==> src/rtl/uart_rx_cfg.sv <==
// uart_rx_cfg -- parametrised UART receiver with 16x oversampling.
//
// The serial line is resynchronised by two flip-flops. A falling edge
// (previous sample 1, current sample 0) starts a frame. The start bit is
// re-checked half a bit later. Data bits (LSB first), the optional parity
// bit and the stop bit are then sampled in the middle of each bit.
// A frame that ends with an all-zero word, a zero parity bit and a zero stop
// bit is reported as a line break. The receiver then waits for the line to
// return high before it looks for the next start edge.
//
// Parameters
//   DBIT     data bits per frame (5..9)
//   SB_TICK  stop length in ticks (16 = 1, 24 = 1.5, 32 = 2 stop bits)
//   PARITY   0 = none, 1 = even, 2 = odd
//
// Ports
//   i_clk           system clock
//   i_reset         synchronous active-high reset
//   i_s_tick        1-clk oversample tick at 16x baud
//   i_rx            asynchronous serial input, idle high
//   o_rx_done_tick  1-clk pulse when a frame completes
//   o_dout          received word, held until the next done
//   o_parity_err    parity mismatch on the last frame
//   o_frame_err     stop bit sampled low on the last frame
//   o_break         last frame was a line break
//   o_busy          receiver is not idle
module uart_rx_cfg #(
   parameter int DBIT    = 8,
   parameter int SB_TICK = 16,
   parameter int PARITY  = 0
) (
   input  logic            i_clk,
   input  logic            i_reset,
   input  logic            i_s_tick,
   input  logic            i_rx,
   output logic            o_rx_done_tick,
   output logic [DBIT-1:0] o_dout,
   output logic            o_parity_err,
   output logic            o_frame_err,
   output logic            o_break,
   output logic            o_busy
);

   typedef enum logic [2:0] {
      ST_IDLE   = 3'd0,
      ST_START  = 3'd1,
      ST_DATA   = 3'd2,
      ST_PARITY = 3'd3,
      ST_STOP   = 3'd4,
      ST_BRK    = 3'd5
   } state_t;

   localparam logic [4:0] S_MID       = 5'd7;
   localparam logic [4:0] S_LAST      = 5'd15;
   localparam logic [4:0] S_STOP_LAST = 5'(SB_TICK - 1);
   localparam logic [3:0] N_LAST      = 4'(DBIT - 1);

   // Parity error for the captured word plus the received parity bit.
   function automatic logic parity_error(input logic [DBIT-1:0] data, input logic pbit);
      logic err;
      case (PARITY)
         1:       err = ^{data, pbit};
         2:       err = ~^{data, pbit};
         default: err = 1'b0;
      endcase
      return err;
   endfunction

   // Line break: every sampled bit of the frame was low.
   function automatic logic is_break(input logic [DBIT-1:0] data, input logic pbit,
                                     input logic stop);
      logic par_low;
      if (PARITY != 0) begin
         par_low = ~pbit;
      end else begin
         par_low = 1'b1;
      end
      return (data == '0) && par_low && !stop;
   endfunction

   // Synchroniser, edge detector and arming state
   logic       sync1_q, rx_s_q, rx_q;
   logic [1:0] vld_q;   // vld_q[1]: rx_s_q holds a real line sample
   logic       arm_q;   // line has been seen high since reset
   logic       fall_s;

   // Receiver state
   state_t          state_q, state_d;
   logic [4:0]      s_q, s_d;
   logic [3:0]      n_q, n_d;
   logic [DBIT-1:0] b_q, b_d;
   logic            pbit_q, pbit_d;
   logic            pcalc_q, pcalc_d;
   logic            stop_q, stop_d;
   logic            stop_now_s;

   // Output registers
   logic            done_q, done_d;
   logic [DBIT-1:0] dout_q, dout_d;
   logic            perr_q, perr_d;
   logic            ferr_q, ferr_d;
   logic            brk_q, brk_d;
   logic            busy_q;

   // Two-FF synchroniser, previous-sample register and start arming.
   always_ff @(posedge i_clk) begin
      if (i_reset) begin
         sync1_q <= 1'b1;
         rx_s_q  <= 1'b1;
         rx_q    <= 1'b1;
         vld_q   <= 2'b00;
         arm_q   <= 1'b0;
      end else begin
         sync1_q <= i_rx;
         rx_s_q  <= sync1_q;
         rx_q    <= rx_s_q;
         vld_q   <= {vld_q[0], 1'b1};
         // The preset synchroniser value is not a real sample, so a line
         // held low through reset must first be seen high before it arms.
         arm_q   <= arm_q | (vld_q[1] & rx_s_q);
      end
   end

   assign fall_s = arm_q & rx_q & ~rx_s_q;

   // With a 1-stop frame the stop sample and the finish share one tick.
   assign stop_now_s = (s_q == S_LAST) ? rx_s_q : stop_q;

   // Next-state and output-load logic of the receive FSM.
   always_comb begin
      state_d = state_q;
      s_d     = s_q;
      n_d     = n_q;
      b_d     = b_q;
      pbit_d  = pbit_q;
      pcalc_d = pcalc_q;
      stop_d  = stop_q;
      done_d  = 1'b0;
      dout_d  = dout_q;
      perr_d  = perr_q;
      ferr_d  = ferr_q;
      brk_d   = brk_q;

      case (state_q)
         ST_IDLE: begin
            // A tick in the same clk as the edge is not counted.
            if (fall_s) begin
               state_d = ST_START;
               s_d     = 5'd0;
            end else begin
               state_d = ST_IDLE;
            end
         end
         ST_START: begin
            if (i_s_tick) begin
               if (s_q == S_MID) begin
                  if (!rx_s_q) begin
                     state_d = ST_DATA;
                     s_d     = 5'd0;
                     n_d     = 4'd0;
                  end else begin
                     state_d = ST_IDLE;   // glitch, not a start bit
                  end
               end else begin
                  s_d = s_q + 5'd1;
               end
            end else begin
               s_d = s_q;
            end
         end
         ST_DATA: begin
            if (i_s_tick) begin
               if (s_q == S_LAST) begin
                  b_d = {rx_s_q, b_q[DBIT-1:1]};
                  s_d = 5'd0;
                  if (n_q == N_LAST) begin
                     if (PARITY != 0) begin
                        state_d = ST_PARITY;
                     end else begin
                        state_d = ST_STOP;
                     end
                  end else begin
                     n_d = n_q + 4'd1;
                  end
               end else begin
                  s_d = s_q + 5'd1;
               end
            end else begin
               s_d = s_q;
            end
         end
         ST_PARITY: begin
            if (i_s_tick) begin
               if (s_q == S_LAST) begin
                  pbit_d  = rx_s_q;
                  pcalc_d = parity_error(b_q, rx_s_q);
                  s_d     = 5'd0;
                  state_d = ST_STOP;
               end else begin
                  s_d = s_q + 5'd1;
               end
            end else begin
               s_d = s_q;
            end
         end
         ST_STOP: begin
            if (i_s_tick) begin
               if (s_q == S_LAST) begin
                  stop_d = rx_s_q;
               end else begin
                  stop_d = stop_q;
               end
               if (s_q == S_STOP_LAST) begin
                  done_d = 1'b1;
                  dout_d = b_q;
                  perr_d = (PARITY != 0) ? pcalc_q : 1'b0;
                  ferr_d = ~stop_now_s;
                  brk_d  = is_break(b_q, pbit_q, stop_now_s);
                  s_d    = 5'd0;
                  if (is_break(b_q, pbit_q, stop_now_s)) begin
                     state_d = ST_BRK;
                  end else begin
                     state_d = ST_IDLE;
                  end
               end else begin
                  s_d = s_q + 5'd1;
               end
            end else begin
               s_d = s_q;
            end
         end
         ST_BRK: begin
            if (rx_s_q) begin
               state_d = ST_IDLE;
            end else begin
               state_d = ST_BRK;
            end
         end
         default: begin
            state_d = ST_IDLE;
         end
      endcase
   end

   // FSM state, counters, shift register and registered outputs.
   always_ff @(posedge i_clk) begin
      if (i_reset) begin
         state_q <= ST_IDLE;
         s_q     <= 5'd0;
         n_q     <= 4'd0;
         b_q     <= '0;
         pbit_q  <= 1'b0;
         pcalc_q <= 1'b0;
         stop_q  <= 1'b0;
         done_q  <= 1'b0;
         dout_q  <= '0;
         perr_q  <= 1'b0;
         ferr_q  <= 1'b0;
         brk_q   <= 1'b0;
         busy_q  <= 1'b0;
      end else begin
         state_q <= state_d;
         s_q     <= s_d;
         n_q     <= n_d;
         b_q     <= b_d;
         pbit_q  <= pbit_d;
         pcalc_q <= pcalc_d;
         stop_q  <= stop_d;
         done_q  <= done_d;
         dout_q  <= dout_d;
         perr_q  <= perr_d;
         ferr_q  <= ferr_d;
         brk_q   <= brk_d;
         busy_q  <= (state_d != ST_IDLE);
      end
   end

   assign o_rx_done_tick = done_q;
   assign o_dout         = dout_q;
   assign o_parity_err   = perr_q;
   assign o_frame_err    = ferr_q;
   assign o_break        = brk_q;
   assign o_busy         = busy_q;

endmodule

==> config.mk <==
export PLATFORM = sky130hd
export DESIGN_NAME = uart_rx_cfg
export DESIGN_NICKNAME = d
export VERILOG_FILES = /design/src/rtl/uart_rx_cfg.sv
export SDC_FILE = /design/constraint.sdc
export NUM_CORES = 1
export LEC_CHECK = 0
export BUFFER_PORTS_ARGS = -buffer_cell sky130_fd_sc_hd__buf_2
export CAP_MARGIN = 0
export CELL_PAD_IN_SITES_DETAIL_PLACEMENT = 1
export CELL_PAD_IN_SITES_GLOBAL_PLACEMENT = 1
export CORE_UTILIZATION = 30
export DETAILED_ROUTE_END_ITERATION = 8
export PLACE_DENSITY_LB_ADDON = 0.1
export REMOVE_ABC_BUFFERS = 1
export SLEW_MARGIN = 10
export SYNTH_ARGS = -nofsm -noshare
export SYNTH_HDL_FRONTEND = slang
export SYNTH_SLANG_ARGS = --single-unit
==> constraint.sdc <==
create_clock -name i_clk -period 6.07 [get_ports i_clk]
set_input_delay 0.3035 -clock i_clk [delete_from_list [all_inputs] [get_ports i_clk]]
set_output_delay 0.3035 -clock i_clk [all_outputs]
set_load 0.05 [all_outputs]
# [Word-level counts from Yosys, hierarchy flattened]
# Index checks and enable logic that the tools add are counted.
[op_classes] addsub=2 mul=0 n_div=0 order_cmp=0 n_eq_ne=17 shift=0 muxes=34 bitwise_logic=8 reduce_logical=15
[op_table] op="two-way mux 3 bit" n=11
[op_table] op="two-way mux 5 bit" n=6
[op_table] op="two-way mux 4 bit" n=6
[op_table] op="one-hot mux 3 bit (6 select lines)" n=1
[op_table] op="one-hot mux 5 bit (3 select lines)" n=1
[op_table] op="!= test 2 bit, second input constant" n=7
[op_table] op="zero test 8 bit" n=1
[op_table] op="one-hot mux 4 bit (2 select lines)" n=1
[op_table] op="two-way mux 1 bit" n=7
[op_table] op="AND reduction 7 bit" n=1
[op_table] op="equality test 3 x 2 -> 1 bit, second input constant" n=2
[op_table] op="equality test 3 bit, second input constant" n=2
[op_table] op="AND reduction 3 bit" n=2
[op_table] op="nonzero test 3 bit" n=2
[op_table] op="OR reduction 3 bit" n=2
[op_table] op="adder 5 x 1 -> 5 bit, second input constant" n=1
[op_table] op="equality test 5 x 3 -> 1 bit, second input constant" n=1
[op_table] op="equality test 5 x 4 -> 1 bit, second input constant" n=1
[op_table] op="AND reduction 5 bit" n=1
[op_table] op="adder 4 x 1 -> 4 bit, second input constant" n=1
[op_table] op="equality test 4 x 3 -> 1 bit, second input constant" n=1
[op_table] op="NOT 1 bit" n=4
[op_table] op="bitwise AND 1 bit" n=3
[op_table] op="equality test 3 x 1 -> 1 bit, second input constant" n=1
[op_table] op="other kinds (9)" n=10
[totals] reg_bits=39 latchBits=0 ram_bits=0 romBits=0 input_bits=4 out_inout_bits=13 elab_cells=92 memories=0

# [Longest topological paths before layout]
[logic_depth] depth_word=11 mapped_depth=9 mapped_depth_nobuf=8

# [Least setup slack after synthesis]
# No wires, ideal clock.
[synth_timing] kind="flip-flop to flip-flop" from="register s_q[0]" to="register s_q[3]" setup_ps=70 arrival_ps=2049 required_time_ps=6000 slack_ps=3951 stages_incl_launch_ff=8 path_buffers=0 period_less_slack_ps=2119 path_cell_list="dfxtp_1 ha_1 and3_1 ha_1 nor4b_1 a211oi_1 or4_1 a21oi_1"
[synth_between] elab_chain_len=4 elab_cells_between_ends=10 classes_between="1 x add/sub; 3 x eq/ne; 5 x mux; 1 x reduce/logical"
[synth_rtl] element="start: declaration" line="89" source="logic [4:0] s_q, s_d;"
[synth_rtl] element="start signal: assignment" line="249" source="s_q <= 5'd0;"
[synth_rtl] element="start signal: assignment" line="263" source="s_q <= s_d;"
[synth_rtl] element="adder 5 x 1 -> 5 bit (tied with other cells)"
[synth_rtl] element="two-way mux 5 bit (on tied branches)"
[synth_rtl] element="two-way mux 5 bit (on tied branches)" line="172, 155"
[synth_rtl] element="one-hot mux 5 bit (3 select lines)" line="144" source="case (state_q)"
# Several ways; a longest one is shown, not always the timed one. The select of a mux whose other input is x is not followed.
# A chain may end at the register's enable or synchronous reset.

# [Worst setup path after layout]
# Same ends and word-level chain as after synthesis.

==> results.yml <==
floorplan:
  start_util: 0.315
  coreArea_um2: 5540
  die_w_um: 78.3
  boundaryPins: 17
  die_y_um: 78.3
  design.die.area_um2: 6120
  rows: 27
clock_tree:
  ctsRootBufferMaster: "clkbuf_8"
  cts_resized: 0
  post_cts_buffers: 0
  clk_latency_ps: 290
  htree_levels: 2
  path_clk_slew_ps: 80
  cts_tree: "done"
  cts_max_path_buffers: 2
  cts_hold_buf: 0
  cts.sinks: 39
  cts_made_buffers: 5
sta:
  maxSlewHeadroom: 0.541
  finalSetupTns_ps: 0
  worst_pin_slew_ps: 686
  setup_viol: 0
  drv_slew: 0
  skew_ps: 5.72
  hold_viol: 0
  fin_crit_ps: 2340
  finalCritPeriodShare: 0.385
  fmax_mhz: 428
  rsz0062_at_grt: "false"
power_and_ir_drop:
  p_comb_frac: 0.025
  leakage_nw: 0.732
  p_per_area_nw_per_um2: 257
  pwr-share-seq: 0.515
  vdd_drop_max_mv: 0.116
  switching_power_mw: 0.108
  p_int_mw: 0.397
  power_frac_clock: 0.460
  power_mw: 0.505
  p_sw_frac: 0.214
finish:
  finalCoreUtilization: 0.355
  syn2layout_area_growth_pct: 12.7
  layout-drive-gt1-share: 0.134
  antennaDiodeCount: 0
  nFillCells: 683
  fin_nets: 224
setup_path:
  critPathKind: "reg2reg"
  start_kind: "flop"
  critical_path.max_fanout: 7
  arrival_ps: 2560
  regToRegSetupSlack_ps: 3730
  endpoint_kind: "flop"
  cp_data_required_time_ps: 6290
logic_synthesis:
  synth_common_cells: "dfxtp_1, nand2_1, nor2_1, a21oi_1, mux2i_1"
  synth_cells: 207
  yosysMostFrequentCell: "dfxtp_1"
  synthArstFlopShare: 0
  ys.warnings.count: 0
  synth_top_area_share: 0.448
  synth_seq_area_share: 0.448
  synth_cell_types: 46
  yosysTopAreaCell: "dfxtp_1"
  synth_area_um2: 1740
  synthTopCellsByArea: "dfxtp_1, nand2_1, a21oi_1, mux2i_1, nor2_1"
  avgSynthCellArea_um2: 8.43
  synth_ff_type: "dfxtp_1"
  synth_edf_count: 0
  ys_ff_latch: 39
routing:
  vias_per_cell: 5.02
  drtAntennaViolNets: 0
  firstDrtPassIters: 4
  vias: 1450
  drt-total-wl_um: 4150
  wl_met1_um: 1940
  route.detailed.wl_per_inst_um: 14.3
  drc: 0
  wl_met2_um: 2070
  drt-initial-drc-count: 75
  wl_met3_um: 98
  dr.max_layer_used: "met4"
flow_run:
  drv_cap: 0
worst_hold_path:
  holdCritPathClass: "in2reg"
global_route:
  grt_use_total: 0.147
  grt_pass1_vias: 1584
  grt_pass1_wl_um: 7130
  gr-total-overflow: 0
  grt_max_degree: 34
  antenna_found_initial: 0
outcome:
  outcome: "finished, final reports clean"
placement:
  dp_hpwl_um: 2900
  portBuffers: 15
  place_congestion: 0.873
[flip-flops by register name (all words and copies together) (netlist names)]
name,cells
o_rx_done_tick,1
b_q,8
o_busy,1
o_break,1
n_q,4
state_q,3
rx_s_q,1
o_dout,8
vld_q,2
rx_q,1
sync1_q,1
stop_q,1
o_frame_err,1
arm_q,1
s_q,5
[per-stage QoR]
step | hold WS [ps] | std cells | setup slack [ps] | instance area [µm²]
after floorplan | 373 | 194 | 3950 | 1680
after global placement | 397 | 281 | 3830 | 1840
after detailed placement | 405 | 281 | 3760 | 1840
after CTS | 180 | 289 | 3720 | 1970
after global routing | 187 | 289 | 3570 | 1970
final | 195 | 289 | 3730 | 1970
[layer usage]
| layer | up-vias | global-route usage |
|---|---|---|
| met3 | 4 | 0.0326 |
| met2 | 17 | 0.264 |
| li1 | 725 | - |
| met4 | 0 | 0.0519 |
| met5 | - | 0 |
| met1 | 704 | 0.172 |
[power groups by stage]
stage          clock network [mW]  registers (mW)  logic [mW]
6_report                    0.232           0.260      0.0127
5_1_grt                     0.251           0.260      0.0144
4_1_cts                     0.243           0.260      0.0129
3_5_place_dp                    0           0.266      0.0128
3_3_place_gp                    0           0.266      0.0126
2_1_floorplan                   0           0.266     0.00628
[path summary, 6_finish.rpt]
check / from / to / depth (start not counted)
setup reg to reg: s_q[0]$_SDFFE_PP0P_ / s_q[3]$_SDFFE_PP0P_ / 7
setup / recovery: s_q[0]$_SDFFE_PP0P_ / s_q[3]$_SDFFE_PP0P_ / 7
hold reg to reg: sync1_q$_SDFF_PP1_ / rx_s_q$_SDFF_PP1_ / 1
hold / removal: i_rx / sync1_q$_SDFF_PP1_ / 2
[cell usage in the layout, fill, tap and decap left out, drive strengths merged, types with 2 or more instances in the layout]
master,instances
a211oi,3
a21oi,21
and2,2
and3,2
buf,15
clkbuf,6
dfxtp,39
ha,4
inv,7
mux2i,9
nand2,34
nand2b,3
nand3,5
nor2,22
nor2b,3
nor3,3
nor3b,5
nor4,3
o211a,2
o21ai,4
or2,2
or3,2
[area by class of cell]
| type | instances | area (µm²) | share of cell area |
|---|---|---|---|
| Multi-Input combinational cell | 149 | 876 | 0.446 |
| Sequential cell | 39 | 781 | 0.397 |
| Tap cell | 72 | 90.1 | 0.0458 |
| Clock buffer | 6 | 82.6 | 0.0420 |
| Timing Repair Buffer | 15 | 75.1 | 0.0382 |
| Clock inverter | 2 | 38.8 | 0.0197 |
| Inverter | 6 | 22.5 | 0.0115 |
[cells by family after synthesis]
| logic type | count (synthesis) | share of synthesized area |
|---|---|---|
| buffers and inverters | 19 | 0.0502 |
| DFF | 39 | 0.448 |
| AOI/OAI and AO/OA | 39 | 0.138 |
| adders and majority gates | 4 | 0.0287 |
| other | 1 | 0.00215 |
| muxes | 10 | 0.0581 |
| and+or+nand+nor | 95 | 0.275 |
[critical path, cell delays in order (launching register included)]
cell      delay, ps
dfxtp_1         340
ha_1            250
and3_1          210
ha_1            270
nor4b_1         430
a211oi_1        130
or4_1           490
a21oi_1         150
(Power assumes the default switching activity.)
